[config.mk]
export PLATFORM = sky130hd
export DESIGN_NAME = muldiv_unit
export DESIGN_NICKNAME = d
export VERILOG_FILES = /design/src/rtl/muldiv_unit.sv
export SDC_FILE = /design/constraint.sdc
export NUM_CORES = 1
export LEC_CHECK = 0
export BUFFER_PORTS_ARGS = -buffer_cell sky130_fd_sc_hd__buf_2
export CORE_MARGIN = 4
export CORE_UTILIZATION = 63
export DETAILED_ROUTE_END_ITERATION = 10
export PLACE_DENSITY = 0.79
export SETUP_SLACK_MARGIN = 0.02
export SLEW_MARGIN = 20
export SYNTH_ARGS = -nofsm -noshare
export SYNTH_HDL_FRONTEND = slang
export SYNTH_SLANG_ARGS = --single-unit
[constraint.sdc]
create_clock -name clk -period 4.2 [get_ports clk]
set_clock_uncertainty 0.15 [all_clocks]
set_input_delay 0.84 -clock clk [delete_from_list [all_inputs] [get_ports clk]]
set_output_delay 0.84 -clock clk [all_outputs]
set_load 0.02 [all_outputs]
[src/rtl/muldiv_unit.sv]
// muldiv_unit -- iterative RV32M multiply/divide execution unit.
//
// It sits on the control unit's alu_valid/alu_ready handshake. It accepts
// funct3 and two operands while IDLE. It then runs one product or quotient
// bit per cycle for XLEN cycles, followed by one sign-fix cycle. After that
// it returns a registered result with a single-cycle alu_ready pulse.
// Divide-by-zero and signed overflow skip the iteration and finish in one
// cycle.
//
// Ports:
//   clk       system clock, rising edge
//   resetn    asynchronous active-low reset
//   alu_valid request; held by the initiator until alu_ready is seen
//   alu_ready one-cycle completion pulse; rd is valid in the same cycle
//   funct3    0 MUL, 1 MULH, 2 MULHSU, 3 MULHU, 4 DIV, 5 DIVU, 6 REM, 7 REMU
//   rs1       operand A (multiplicand / dividend)
//   rs2       operand B (multiplier / divisor)
//   rd        registered result, stable from alu_ready until the next accept
//   busy      high whenever the unit is not IDLE
module muldiv_unit #(
  parameter int XLEN = 32
) (
  input  logic            clk,
  input  logic            resetn,
  input  logic            alu_valid,
  output logic            alu_ready,
  input  logic [2:0]      funct3,
  input  logic [XLEN-1:0] rs1,
  input  logic [XLEN-1:0] rs2,
  output logic [XLEN-1:0] rd,
  output logic            busy
);

  localparam int CW = $clog2(XLEN);

  localparam logic [1:0] IDLE = 2'd0;
  localparam logic [1:0] CALC = 2'd1;
  localparam logic [1:0] FIX  = 2'd2;
  localparam logic [1:0] DONE = 2'd3;

  localparam logic [2:0] OP_MUL    = 3'd0;
  localparam logic [2:0] OP_MULH   = 3'd1;
  localparam logic [2:0] OP_MULHSU = 3'd2;
  localparam logic [2:0] OP_DIV    = 3'd4;
  localparam logic [2:0] OP_REM    = 3'd6;

  localparam logic [XLEN-1:0] MOST_NEG = {1'b1, {(XLEN-1){1'b0}}};
  localparam logic [XLEN-1:0] ALL_ONES = {XLEN{1'b1}};

  // Conditional two's-complement negation, used both to take magnitudes
  // and to restore the sign of the result.
  function automatic logic [XLEN-1:0] neg_w(input logic [XLEN-1:0] v, input logic en);
    return en ? -v : v;
  endfunction

  function automatic logic [2*XLEN-1:0] neg_2w(input logic [2*XLEN-1:0] v, input logic en);
    return en ? -v : v;
  endfunction

  logic [1:0]      state;
  logic [2:0]      op;
  logic            sign_a;
  logic            sign_b;
  logic [XLEN-1:0] opnd;    // multiplicand magnitude (mul) or divisor magnitude (div)
  logic [XLEN-1:0] acc_hi;  // product high half (mul) or partial remainder (div)
  logic [XLEN-1:0] acc_lo;  // multiplier/product low half (mul) or dividend/quotient (div)
  logic [CW-1:0]   cnt;

  // Operand decode for the accept cycle
  logic            in_signed_a;
  logic            in_signed_b;
  logic            in_sa;
  logic            in_sb;
  logic            div_by_zero;
  logic            div_ovf;

  assign in_signed_a = (funct3 == OP_MULH) || (funct3 == OP_MULHSU) ||
                       (funct3 == OP_DIV)  || (funct3 == OP_REM);
  assign in_signed_b = (funct3 == OP_MULH) || (funct3 == OP_DIV) || (funct3 == OP_REM);
  assign in_sa       = in_signed_a & rs1[XLEN-1];
  assign in_sb       = in_signed_b & rs2[XLEN-1];
  assign div_by_zero = funct3[2] && (rs2 == '0);
  assign div_ovf     = ((funct3 == OP_DIV) || (funct3 == OP_REM)) &&
                       (rs1 == MOST_NEG) && (rs2 == ALL_ONES);

  // One iteration step
  logic [XLEN:0]   mul_sum;
  logic [XLEN:0]   div_shift;
  logic            div_ge;
  logic [XLEN-1:0] div_diff;

  // Shift-add: add the multiplicand into the high half when the current
  // multiplier bit is set, then shift the whole product right one place.
  assign mul_sum   = {1'b0, acc_hi} + (acc_lo[0] ? {1'b0, opnd} : '0);
  // Restoring division: bring in the next dividend bit. The partial
  // remainder is 33 bits wide so the compare never wraps.
  assign div_shift = {acc_hi, acc_lo[XLEN-1]};
  assign div_ge    = div_shift >= {1'b0, opnd};
  // The remainder is below the divisor after a subtract, so XLEN bits suffice.
  assign div_diff  = div_shift[XLEN-1:0] - opnd;

  // Sign fix and result select
  logic [2*XLEN-1:0] prod_fix;
  logic [XLEN-1:0]   quot_fix;
  logic [XLEN-1:0]   rem_fix;
  logic [XLEN-1:0]   result;

  assign prod_fix = neg_2w({acc_hi, acc_lo}, sign_a ^ sign_b);
  assign quot_fix = neg_w(acc_lo, sign_a ^ sign_b);
  assign rem_fix  = neg_w(acc_hi, sign_a);

  always_comb begin
    result = prod_fix[2*XLEN-1:XLEN];
    if (op == OP_MUL)    result = prod_fix[XLEN-1:0];
    else if (op[2])      result = op[1] ? rem_fix : quot_fix;
  end

  always_ff @(posedge clk or negedge resetn) begin
    if (!resetn) begin
      state  <= IDLE;
      op     <= '0;
      sign_a <= 1'b0;
      sign_b <= 1'b0;
      opnd   <= '0;
      acc_hi <= '0;
      acc_lo <= '0;
      cnt    <= '0;
      rd     <= '0;
    end else begin
      case (state)
        IDLE: begin
          if (alu_valid) begin
            op     <= funct3;
            sign_a <= in_sa;
            sign_b <= in_sb;
            cnt    <= '0;
            acc_hi <= '0;
            if (funct3[2]) begin
              opnd   <= neg_w(rs2, in_sb);
              acc_lo <= neg_w(rs1, in_sa);
            end else begin
              opnd   <= neg_w(rs1, in_sa);
              acc_lo <= neg_w(rs2, in_sb);
            end
            // Special cases bypass the iteration; rd is loaded here.
            if (div_by_zero) begin
              rd    <= funct3[1] ? rs1 : ALL_ONES;
              state <= DONE;
            end else if (div_ovf) begin
              rd    <= funct3[1] ? '0 : MOST_NEG;
              state <= DONE;
            end else begin
              state <= CALC;
            end
          end
        end
        CALC: begin
          if (op[2]) begin
            acc_hi <= div_ge ? div_diff : div_shift[XLEN-1:0];
            acc_lo <= {acc_lo[XLEN-2:0], div_ge};
          end else begin
            acc_hi <= mul_sum[XLEN:1];
            acc_lo <= {mul_sum[0], acc_lo[XLEN-1:1]};
          end
          cnt <= cnt + CW'(1);
          if (cnt == CW'(XLEN - 1)) state <= FIX;
        end
        FIX: begin
          rd    <= result;
          state <= DONE;
        end
        DONE: begin
          state <= IDLE;
        end
      endcase
    end
  end

  assign alu_ready = (state == DONE);
  assign busy      = (state != IDLE);

endmodule

=== Word-level counts from Yosys, hierarchy flattened ===
Index checks and enable logic that the tools add are counted.

* Register bits: 140
* Latch bits: 0
* RAM bits: 0
* ROM bits: 0
* Input port bits: 70
* Logic and storage cells: 84
* Memories: 0

* $add $sub $neg: 8
* $mul: 0
* Divide/modulo/power cells: 0
* $lt $le $gt $ge: 1
* Eq/ne operators: 13
* Shift-type cells: 0
* Multiplexer cells: 31
* Bitwise logic cells: 3
* Reduce and logical (&&, ||, !) cells: 19

{| class="wikitable"
|+ Operator list
! kind !! count
|-
| 32-bit 2-to-1 mux || 20
|-
| 32-bit one-hot mux with 2 select lines || 3
|-
| 32-bit negation || 4
|-
| 32-bit equality test (second input constant) || 2
|-
| 64-bit 2-to-1 mux || 1
|-
| 64-bit negation || 1
|-
| 32-bit by 32-bit adder with 33-bit output || 1
|-
| 33-bit by 32-bit >= comparator with 1-bit output || 1
|-
| 32-bit zero test || 1
|-
| 32-bit subtractor || 1
|-
| 5-bit one-hot mux with 2 select lines || 1
|-
| 2-bit 2-to-1 mux || 4
|-
| 2-bit one-hot mux with 4 select lines || 1
|-
| 3-bit equality test (second input constant) || 2
|-
| 1-bit logical OR || 6
|-
| 2-bit AND reduction || 3
|-
| 2-bit nonzero test || 3
|-
| 5-bit by 1-bit adder with 5-bit output (second input constant) || 1
|-
| 5-bit equality test (second input constant) || 1
|-
| 5-bit 2-to-1 mux || 1
|-
| 2-bit equality test (second input constant) || 2
|-
| 2-bit != test (second input constant) || 2
|-
| 3-bit by 1-bit equality test with 1-bit output (second input constant) || 1
|-
| 3-bit by 2-bit equality test with 1-bit output (second input constant) || 1
|-
| 8 further kinds || 11
|}

=== Longest topological paths before layout ===
Gate-level depths: netlist (run 1).

* Depth after elaboration: 9
* Mapped depth: 15
* Depth with buffers taken out: 14

=== Least setup slack after synthesis (run 1) ===
Ideal clock, no wire load.

* Path kind: flip-flop to flip-flop
* Start: register acc_lo[0]
* End: register acc_hi[24]
* Arrival time: 3.407 ns
* Required time: 3.924 ns
* Slack: 0.517 ns
* Stages on the path, launching flop included: 15
* Cell sequence: dfrtp_1 > inv_1 > clkbuf_1 > nor2_1 > ha_1 > a21o_1 > a21oi_1 > o32a_1 > a311oi_1 > a41oi_1 > o21ai_0 > a21o_1 > a31oi_1 > xnor2_1 > a221o_1

* Cells in the longest elaborated chain, start to end: 4

{| class="wikitable"
|+ Ends and longest elaborated chain
! what !! line !! source
|-
| from (decl) || 66 || <nowiki>logic [XLEN-1:0] acc_lo;</nowiki>
|-
| from (signal assigned) || 140 || <nowiki>acc_lo <= neg_w(rs1, in_sa);</nowiki>
|-
| from (signal assigned) || 143 || <nowiki>acc_lo <= neg_w(rs2, in_sb);</nowiki>
|-
| from (signal assigned) || 160 || <nowiki>acc_lo <= {acc_lo[XLEN-2:0], div_ge};</nowiki>
|-
| 32-bit 2-to-1 mux || 94 || <nowiki>assign mul_sum = {1'b0, acc_hi} + (acc_lo[0] ? {1'b0, opnd} : '0);</nowiki>
|-
| 32-bit by 32-bit adder with 33-bit output || 94 ||
|-
| 32-bit 2-to-1 mux || 158 || <nowiki>if (op[2]) begin</nowiki>
|-
| 32-bit one-hot mux with 2 select lines || 130 || <nowiki>case (state)</nowiki>
|-
| to (signal assigned) || 159 || <nowiki>acc_hi <= div_ge ? div_diff : div_shift[XLEN-1:0];</nowiki>
|-
| to (signal assigned) || 162 || <nowiki>acc_hi <= mul_sum[XLEN:1];</nowiki>
|-
| to (decl) || 65 || <nowiki>logic [XLEN-1:0] acc_hi;</nowiki>
|}

No other way between the ends.
A chain may end at the register's enable or synchronous reset.

=== Final worst setup path (run 1) ===
* Start: register acc_lo[31]
* End: register acc_hi[28]

* Cells in the longest elaborated chain, start to end: 4

{| class="wikitable"
|+ Ends and longest elaborated chain
! what !! line
|-
| 32-bit subtractor or 33-bit by 32-bit >= comparator with 1-bit output (tied branches) || 100, 98
|-
| 32-bit 2-to-1 mux (*) || 159
|-
| 32-bit 2-to-1 mux (*) || 158
|-
| 32-bit one-hot mux with 2 select lines (*) || 130
|}

Mark *: on every way between the ends. The rest lies on a longest branch, timed or not.

==> results list, run 1 <==
* Final wirelength: 55.1 mm
- Of all flip-flops after synthesis, the portion carrying an async set or reset was 100%.
* Class of the most critical setup path: reg -> reg
- The H-tree was split into 4 levels.
- At the worst endpoint, the arrival time is 4200 ps.
- Detailed routing placed a total of 6.62 mm of wire on met3.
* Total GRT Usage: 41.2%
* # DRC: 0
* Worst-Skew Late Latency: 450 ps
- The number of pins exceeding their max-slew limit in the final report was 0.
- The wire-length estimate of the detail-placed layout is 42.3 mm.
- At the worst endpoint, the required time is 4440 ps.
* Cells after Synth: 1989
* Count of hold buffers inserted by post-cts repair: 0
* Worst slew pin tran: 910 ps
- Mean number of vias per cell: 6.79
- In this run the mean area of a mapped cell was 7.42 µm².
* Path class of the lowest-slack min-delay path: in -> async
* Clock tree from TritonCTS: built
- Share of layout cells above drive strength 1: 12.6%
- After synthesis, the most frequently instantiated cells are sky130_fd_sc_hd__nor2_1 (236), sky130_fd_sc_hd__o21ai_0 (211), sky130_fd_sc_hd__a21oi_1 (205), sky130_fd_sc_hd__nand2_1 (167), sky130_fd_sc_hd__dfrtp_1 (140).
- The tree is rooted in a sky130_fd_sc_hd__clkbuf_16.
- Area overhead of the layout relative to synthesis: 10.5%
- Counting every net in the synthesized netlist gives 2136.
- Final-layout setup total negative slack: 0 ps
* Drt first-iter violations: 2407
* Element type at the critical path start: flip-flop
- Netlist cell types: 80
* DIE HEIGHT: 161 µm
- The first detailed-routing pass ran for 6 iterations.
- Entering global routing, the biggest net connects 88 pins.
- In this run, synthesis inferred 0 flip-flops with an integrated enable.
- P per Cell Area: 856 mW/mm²
- The routed layout has 16124 vias.
* DR WL/cell: 23.2 µm
* Buffer levels on the longest clock path: 2
* Final critical delay including setup and external delays: 3970 ps
* First-pass GRT wire length: 84.2 mm
* Outcome: completed
- In this run the horizontal extent of the chip is 161 µm.
- Biggest area consumer among synthesized cells: sky130_fd_sc_hd__dfrtp_1
- Max Cap Violations: 0
- In this run the critical register-to-register path is launched from acc_lo[31]$_DFFE_PN0P_.
- Startpoint of the most critical setup path: acc_lo[31]$_DFFE_PN0P_
* I/O pin cnt: 104
- Setup repair after global routing left no endpoint under its margin.
* Highest routed metal layer: met5
- Summed over its instances, the top area cell type makes up 23.7% of the synthesized netlist area.
- Yosys synthesis warning count: 0
* Count of final setup violators: 0
- The initial antenna violation count came to 1.
* CTS Buf Count: 17
* Placement row count: 55
- Registers take 0.00350 mm².
* Final hold violation count: 0
- Clock-pin slew of the registers on the worst-case setup and hold paths: 80 ps
- In the final layout, the multi-input gates occupy 0.0105 mm².
* Layout net count: 2196
* Crit path capture type: flip-flop
- For this run, the leading register cell type out of synthesis is sky130_fd_sc_hd__dfrtp_1.
* Internal reg-to-reg setup slack: 230 ps
- Following the worst setup path forward leads to its endpoint at acc_hi[28]$_DFFE_PN0P_.
- After detailed routing, the wire length on met1 is 22.1 mm.
- The number of global-route vias before repair was 14749.
- After synthesis the netlist holds a flip-flop and latch count of 140.
- Maximum fanout count along the critical path: 3
- After floorplanning, the core was sized to cover 0.0228 mm².
* Area of the die: 0.0259 mm²
- IR analysis of the VDD net gives a maximum drop of 581 µV.
- Inserted Diodes: 0
* Top-count cell post-synth: sky130_fd_sc_hd__nor2_1
* Tightest slew margin relative to the limit: 39.1%
- Routability-driven placement finished with a final weighted congestion of 1.03.
* Leakage Power: 7.06 nW
- Worst Hold Slack: 306 ps
- Maximum clock frequency: 252 MHz
* Antenna-violating nets left: 0
- Sum of overflow across all layers after global routing: 0
- After filler insertion, the fill cell instance count of the layout stands at 1931.
- Of the synthesized area, sequential elements account for 23.7%.
- Post-Syn Area: 0.0148 mm²
- In the post-synthesis netlist, the biggest area contributors are sky130_fd_sc_hd__dfrtp_1 (24%), sky130_fd_sc_hd__o21ai_0 (7.2%), sky130_fd_sc_hd__a21oi_1 (7.0%).
- Clock sink total: 140
* Number of buffers inserted by port buffering: 103
* Crit Reg-Reg Endpoint: acc_hi[28]$_DFFE_PN0P_
* Effective utilization at floorplan: 64.6%
- Cells on worst reg2reg path: 14
- In the finished design, the share of the clock period the worst path needs comes to 94.5%.
* Met2 Wirelength: 23.6 mm
what timing repair did:
item	CTS	global route
resized for setup	0	2
setup buffers	0	0
setup endpoints to repair	0	3
worst max-delay path: stages (launching register included):
cell                        delay [ps]
sky130_fd_sc_hd__dfrtp_1           380
sky130_fd_sc_hd__inv_1              80
sky130_fd_sc_hd__ha_1              180
sky130_fd_sc_hd__inv_1              60
sky130_fd_sc_hd__fa_1              390
sky130_fd_sc_hd__a21o_1            200
sky130_fd_sc_hd__a221oi_1          330
sky130_fd_sc_hd__or4b_2            220
sky130_fd_sc_hd__a31oi_1           120
sky130_fd_sc_hd__a21o_1            210
sky130_fd_sc_hd__a21o_1            220
sky130_fd_sc_hd__a2111oi_1         550
sky130_fd_sc_hd__mux2_2            400
sky130_fd_sc_hd__a311oi_1          270
sky130_fd_sc_hd__a221o_1           170
how the worst min path moves through the flow:
| stage | start | cells after the start | endpoint | slack [ps] |
|---|---|---|---|---|
| CTS | opnd[4]$_DFFE_PN0P_ | 2 | opnd[4]$_DFFE_PN0P_ | 340 |
| detailed placement | opnd[4]$_DFFE_PN0P_ | 2 | opnd[4]$_DFFE_PN0P_ | 320 |
| global placement | opnd[10]$_DFFE_PN0P_ | 2 | opnd[10]$_DFFE_PN0P_ | 310 |
| floorplan | opnd[29]$_DFFE_PN0P_ | 1 | opnd[29]$_DFFE_PN0P_ | 300 |
| global route | resetn | 1 | acc_hi[25]$_DFFE_PN0P_ | 370 |
| finish | resetn | 1 | acc_hi[25]$_DFFE_PN0P_ | 310 |
layout by cell type, fill, tap and decap left out, types with 24 or more instances in the layout:
| cell | count |
|---|---|
| sky130_fd_sc_hd__a211oi_1 | 29 |
| sky130_fd_sc_hd__a21o_1 | 38 |
| sky130_fd_sc_hd__a21oi_1 | 205 |
| sky130_fd_sc_hd__a31oi_1 | 41 |
| sky130_fd_sc_hd__buf_2 | 102 |
| sky130_fd_sc_hd__buf_4 | 65 |
| sky130_fd_sc_hd__dfrtp_1 | 139 |
| sky130_fd_sc_hd__ha_1 | 75 |
| sky130_fd_sc_hd__inv_1 | 77 |
| sky130_fd_sc_hd__mux2i_1 | 41 |
| sky130_fd_sc_hd__nand2_1 | 166 |
| sky130_fd_sc_hd__nand4_1 | 24 |
| sky130_fd_sc_hd__nor2_1 | 236 |
| sky130_fd_sc_hd__nor3_1 | 35 |
| sky130_fd_sc_hd__o21ai_0 | 210 |
| sky130_fd_sc_hd__xnor2_1 | 113 |
| sky130_fd_sc_hd__xor2_1 | 82 |
sequential cells by signal, indices dropped and copies added, names as in the netlist:
signal,count
acc_hi,32
acc_lo,32
cnt,5
op,3
opnd,32
rd,32
sign_a,1
sign_b,1
state,2
layout make-up:
type / instances / share of cell area, %
clock buffers: 21 / 2.89
multi-input cells: 1641 / 64.2
flip-flops and latches: 140 / 21.5
repair buffers: 171 / 6.61
inverters: 78 / 1.82
well taps: 313 / 2.40
clock inverters: 11 / 0.591
cells by family after synthesis:
| group | count (synthesis) | synth area share [%] |
|---|---|---|
| AO/OA/AOI/OAI | 682 | 28.3 |
| adder cells (fa/ha/maj) | 77 | 6.63 |
| flip-flops | 140 | 23.7 |
| multiplexers | 60 | 4.23 |
| XOR/XNOR | 197 | 11.7 |
| AND/OR/NAND/NOR | 625 | 19.8 |
| buffers and inverters | 208 | 5.59 |
metrics by stage:
stage               worst slack, ps  instance area, µm²  instances  util [%]  power, mW
finish                          232               16300       2375      71.4       14.0
global route                   34.9               16300       2375      71.4       14.8
CTS                             224               16300       2374      71.2       13.6
detailed placement              165               15700       2342      68.7       12.0
global placement                281               15700       2342      68.7       11.8
floorplan                       517               14800       1989         -       9.26
power breakdown:
part	switching (mW)	internal [mW]
logic	5.94	3.70
registers	0.851	1.94
clock network	0.711	0.820
total	7.50	6.46
per-layer routing:
metal,vias to the layer above,global-route usage [%]
met5,-,0
met4,2,18.4
met3,195,9.36
met2,1056,60.7
met1,7570,58.1
li1,7301,-
No activity file was read; power rests on OpenSTA's default activity.
==> inputs of run 2 (changes only) <==
Settings changed: RECOVER_POWER set to 100.
==> results list, run 2 (synthesis results as in run 1) <==
* Total GRT Usage: 41.2% (unchanged)
* Maximum level of the CTS H-tree: 4 (unchanged)
- Critical Path Stages: 10 (-4)
* Final hold violation count: 0 (unchanged)
- Crit path max-delay cell type: sky130_fd_sc_hd__and2_0
- The critical path ends at rd[13]$_DFFE_PN0P_.
- The total number of nets in the final design was 2196 (unchanged).
- Class of the most critical setup path: in -> reg
- The worst setup path is captured at a flip-flop.
- Core Footprint: 0.0228 mm² (unchanged)
* Tightest slew margin relative to the limit: -60.4% (-99 points)
- Effective utilization at floorplan: 64.6% (unchanged)
- The via total after detailed routing is 16187 (+0.39%).
- Area of the die: 0.0259 mm² (unchanged)
- The worst register-to-register path begins at acc_lo[31]$_DFFE_PN0P_.
- Utilization after layout: 70.7% (-0.69 points)
- Drt first-iter violations: 2379 (-1.2%)
- The summed negative setup slack over all endpoints was 0 ps (unchanged).
- Post-DP HPWL: 42.3 mm (unchanged)
- The sum of routed wire segments on met1 is 22.5 mm (+1.4%).
* Clock sink total: 140 (unchanged)
* I/O pin cnt: 104 (unchanged)
- Final critical delay including setup and external delays: 4030 ps (+66.2 ps)
- Among the stages of the critical path, the cell type that occurs most often is sky130_fd_sc_hd__or3_1.
- TritonCTS built the clock tree.
- The worst-skew pair later-pin latency was 450 ps (about the same).
* Internal reg-to-reg setup slack: 250 ps (+20 ps)
- The remaining design rule violation count came to 0 (unchanged).
- The power per cell area is 859 mW/mm² (+0.34%).
* Critical path data arrival time: 4240 ps (+40 ps)
- Leakage Power: 6.87 nW (-2.7%)
- Violations in the final reports: max-capacitance violations, max-slew violations
- The horizontal extent of the die was 161 µm (unchanged).
* Ratio of final minimum period to clock period: 96.0% (+1.6 points)
- The peak clock frequency supported by timing came to 248 MHz (-1.6%).
- The number of detailed-route iterations in the first pass is 6 (unchanged).
* Mean number of vias per cell: 6.81 (+0.35%)
* Series of cell instances along the critical path: clkbuf_1 -> or4_1 -> or3_1 -> or3_1 -> nor4_1 -> and4b_1 -> and2_0 -> buf_4 -> o21ai_0 -> a31oi_1
* Final wirelength: 55.4 mm (+0.57%)
- The sum of overflow across all layers after global routing came to 0 (unchanged).
- The register area is 0.00350 mm² (unchanged).
- Maximum fanout count along the critical path: 15 (+12)
- The cell family contributing the most delay on the critical path is simple AND/OR/NAND/NOR gates.
- The total power after layout came to 13.9 mW (-0.63%).
- The row count is 55 (unchanged).
* Most frequent standard cell in the layout excluding fill and tap cells: sky130_fd_sc_hd__nor2_1
- The last weighted congestion value of the routability-driven placer came to 1.03 (unchanged).
- The worst register-to-register path ends at acc_hi[28]$_DFFE_PN0P_.
- First-pass GRT wire length: 84.2 mm (unchanged)
- In the layout the commonest cells are sky130_fd_sc_hd__nor2_1 (236), sky130_fd_sc_hd__o21ai_0 (210), sky130_fd_sc_hd__a21oi_1 (205).
* Number of buffers inserted by port buffering: 103 (unchanged)
- CTS placed an instance of sky130_fd_sc_hd__clkbuf_16 at the clock tree root.
- Summed area of non-filler cells in the final layout: 0.0161 mm² (-0.97%)
* Placement Setup Slack: 165 ps (unchanged)
- Setup repair after global routing left no endpoint under its margin.
- Antenna-violating nets left: 0 (unchanged)
* Worst path buffer plus inverter count: 2 (unchanged)
- In this run the most critical hold path is launched from opnd[4]$_DFFE_PN0P_.
* Total area of multi-input combinational cells: 0.0104 mm² (-0.54%)
- Crit path required time: 4410 ps (-30 ps)
* Element type at the critical path start: primary input
- Area overhead of the layout relative to synthesis: 9.45%
* Outcome: finished with violations
* Max Cap Violations: 1 (+1)
* DR WL/cell: 23.3 µm (+0.53%)
- The number of buffers created by CTS is 17 (unchanged).
- The detailed router used layers up to and including met5.
- The transition time of the tightest slew-check pin was 2410 ps (+1500 ps).
- The fraction of layout instances using a drive strength above 1 is 9.99% (-2.6 points).
* Buffer levels on the longest clock path: 2 (unchanged)
* Slowest stage delay, CP: 630 ps (+80 ps)
- Number of slew-limit violations in the final report: 88 (+88)
- The amount of wire on met2 after detailed routing was 23.8 mm (+1.2%).
* Final setup slack of the worst path: 166 ps (-66.2 ps)
* Pin count of the biggest net entering global routing: 88 (unchanged)
* Via count of the first global-routing pass: 14749 (unchanged)
- The post-placement cell area is 0.0157 mm² (unchanged).
- The critical path starts at rs2[8].
- The number of filler cells placed in the layout is 1979 (+2.5%).
* Detailed route wirelength on metal3: 6.44 mm (-2.8%)
- Path class of the lowest-slack min-delay path: reg -> reg
- The initial antenna violation count came to 1 (unchanged).
- Cells on worst reg2reg path: 14 (unchanged)
- The height of the chip came to 161 µm (unchanged).
- Count of final setup violators: 0 (unchanged)
- Worst vdd rail ir drop: 569 µV (-2.2%)
- The clock transition at the register clock pins on the worst setup and hold paths after CTS came to 70 ps (about the same).
run 2: changes by cell type in the layout (fill, tap and decap cells not counted), sizes merged:
cell | before | now
buf | 171 | 122
diode | 0 | 1
clkbuf | 21 | 70
run 2: worst register-to-register path, delay by kind of cell, from the launching register on:
kind                     cells  cell delay (ps)
AO/OA/AOI/OAI                8             2050
adder cells (fa/ha/maj)      2              570
buffers and inverters        2              140
flip-flops                   1              380
multiplexers                 1              390
AND/OR/NAND/NOR              1              220
run 2: final cells by class:
type	count	area share [%]
tap	313	2.43
clock inverter	11	0.597
timing repair buffer	171	6.03
antenna	1	0.0155
inverter	78	1.84
multi-input combinational	1641	64.5
sequential	140	21.7
clock buffer	21	2.91
run 2: routing by layer:
| metal | up-vias | GRT usage (%) |
|---|---|---|
| met5 | - | 0 |
| met2 | 1042 | 60.7 |
| met3 | 178 | 9.36 |
| met1 | 7660 | 58.1 |
| li1 | 7305 | - |
| met4 | 2 | 18.4 |
run 2: report_power, final:
group | total [mW] | switching [mW] | internal, mW
sequential | 2.80 | 0.860 | 1.94
clock | 1.53 | 0.711 | 0.820
combinational | 9.53 | 5.93 | 3.60
run 2: worst min path at each step:
| stage | to | slack (ps) | depth (start not counted) |
|---|---|---|---|
| after detailed placement | opnd[4]$_DFFE_PN0P_ | 320 | 2 |
| after CTS | opnd[4]$_DFFE_PN0P_ | 340 | 2 |
| after global placement | opnd[10]$_DFFE_PN0P_ | 310 | 2 |
| after global routing | opnd[14]$_DFFE_PN0P_ | 380 | 2 |
| after floorplan | opnd[29]$_DFFE_PN0P_ | 300 | 1 |
| final | opnd[4]$_DFFE_PN0P_ | 340 | 2 |
run 2: per-stage QoR:
step / instances / hold WS, ps
floorplan: 1989 / 300
finish: 2376 / 338
CTS: 2374 / 339
detailed placement: 2342 / 324
global placement: 2342 / 314
global route: 2375 / 376
run 2: repair_timing:
action / CTS / global route
endpoints found under the setup margin: 0 / 3
buffers inserted: 0 / 0
gates resized for setup: 0 / 2
hold buffers: 0 / 0
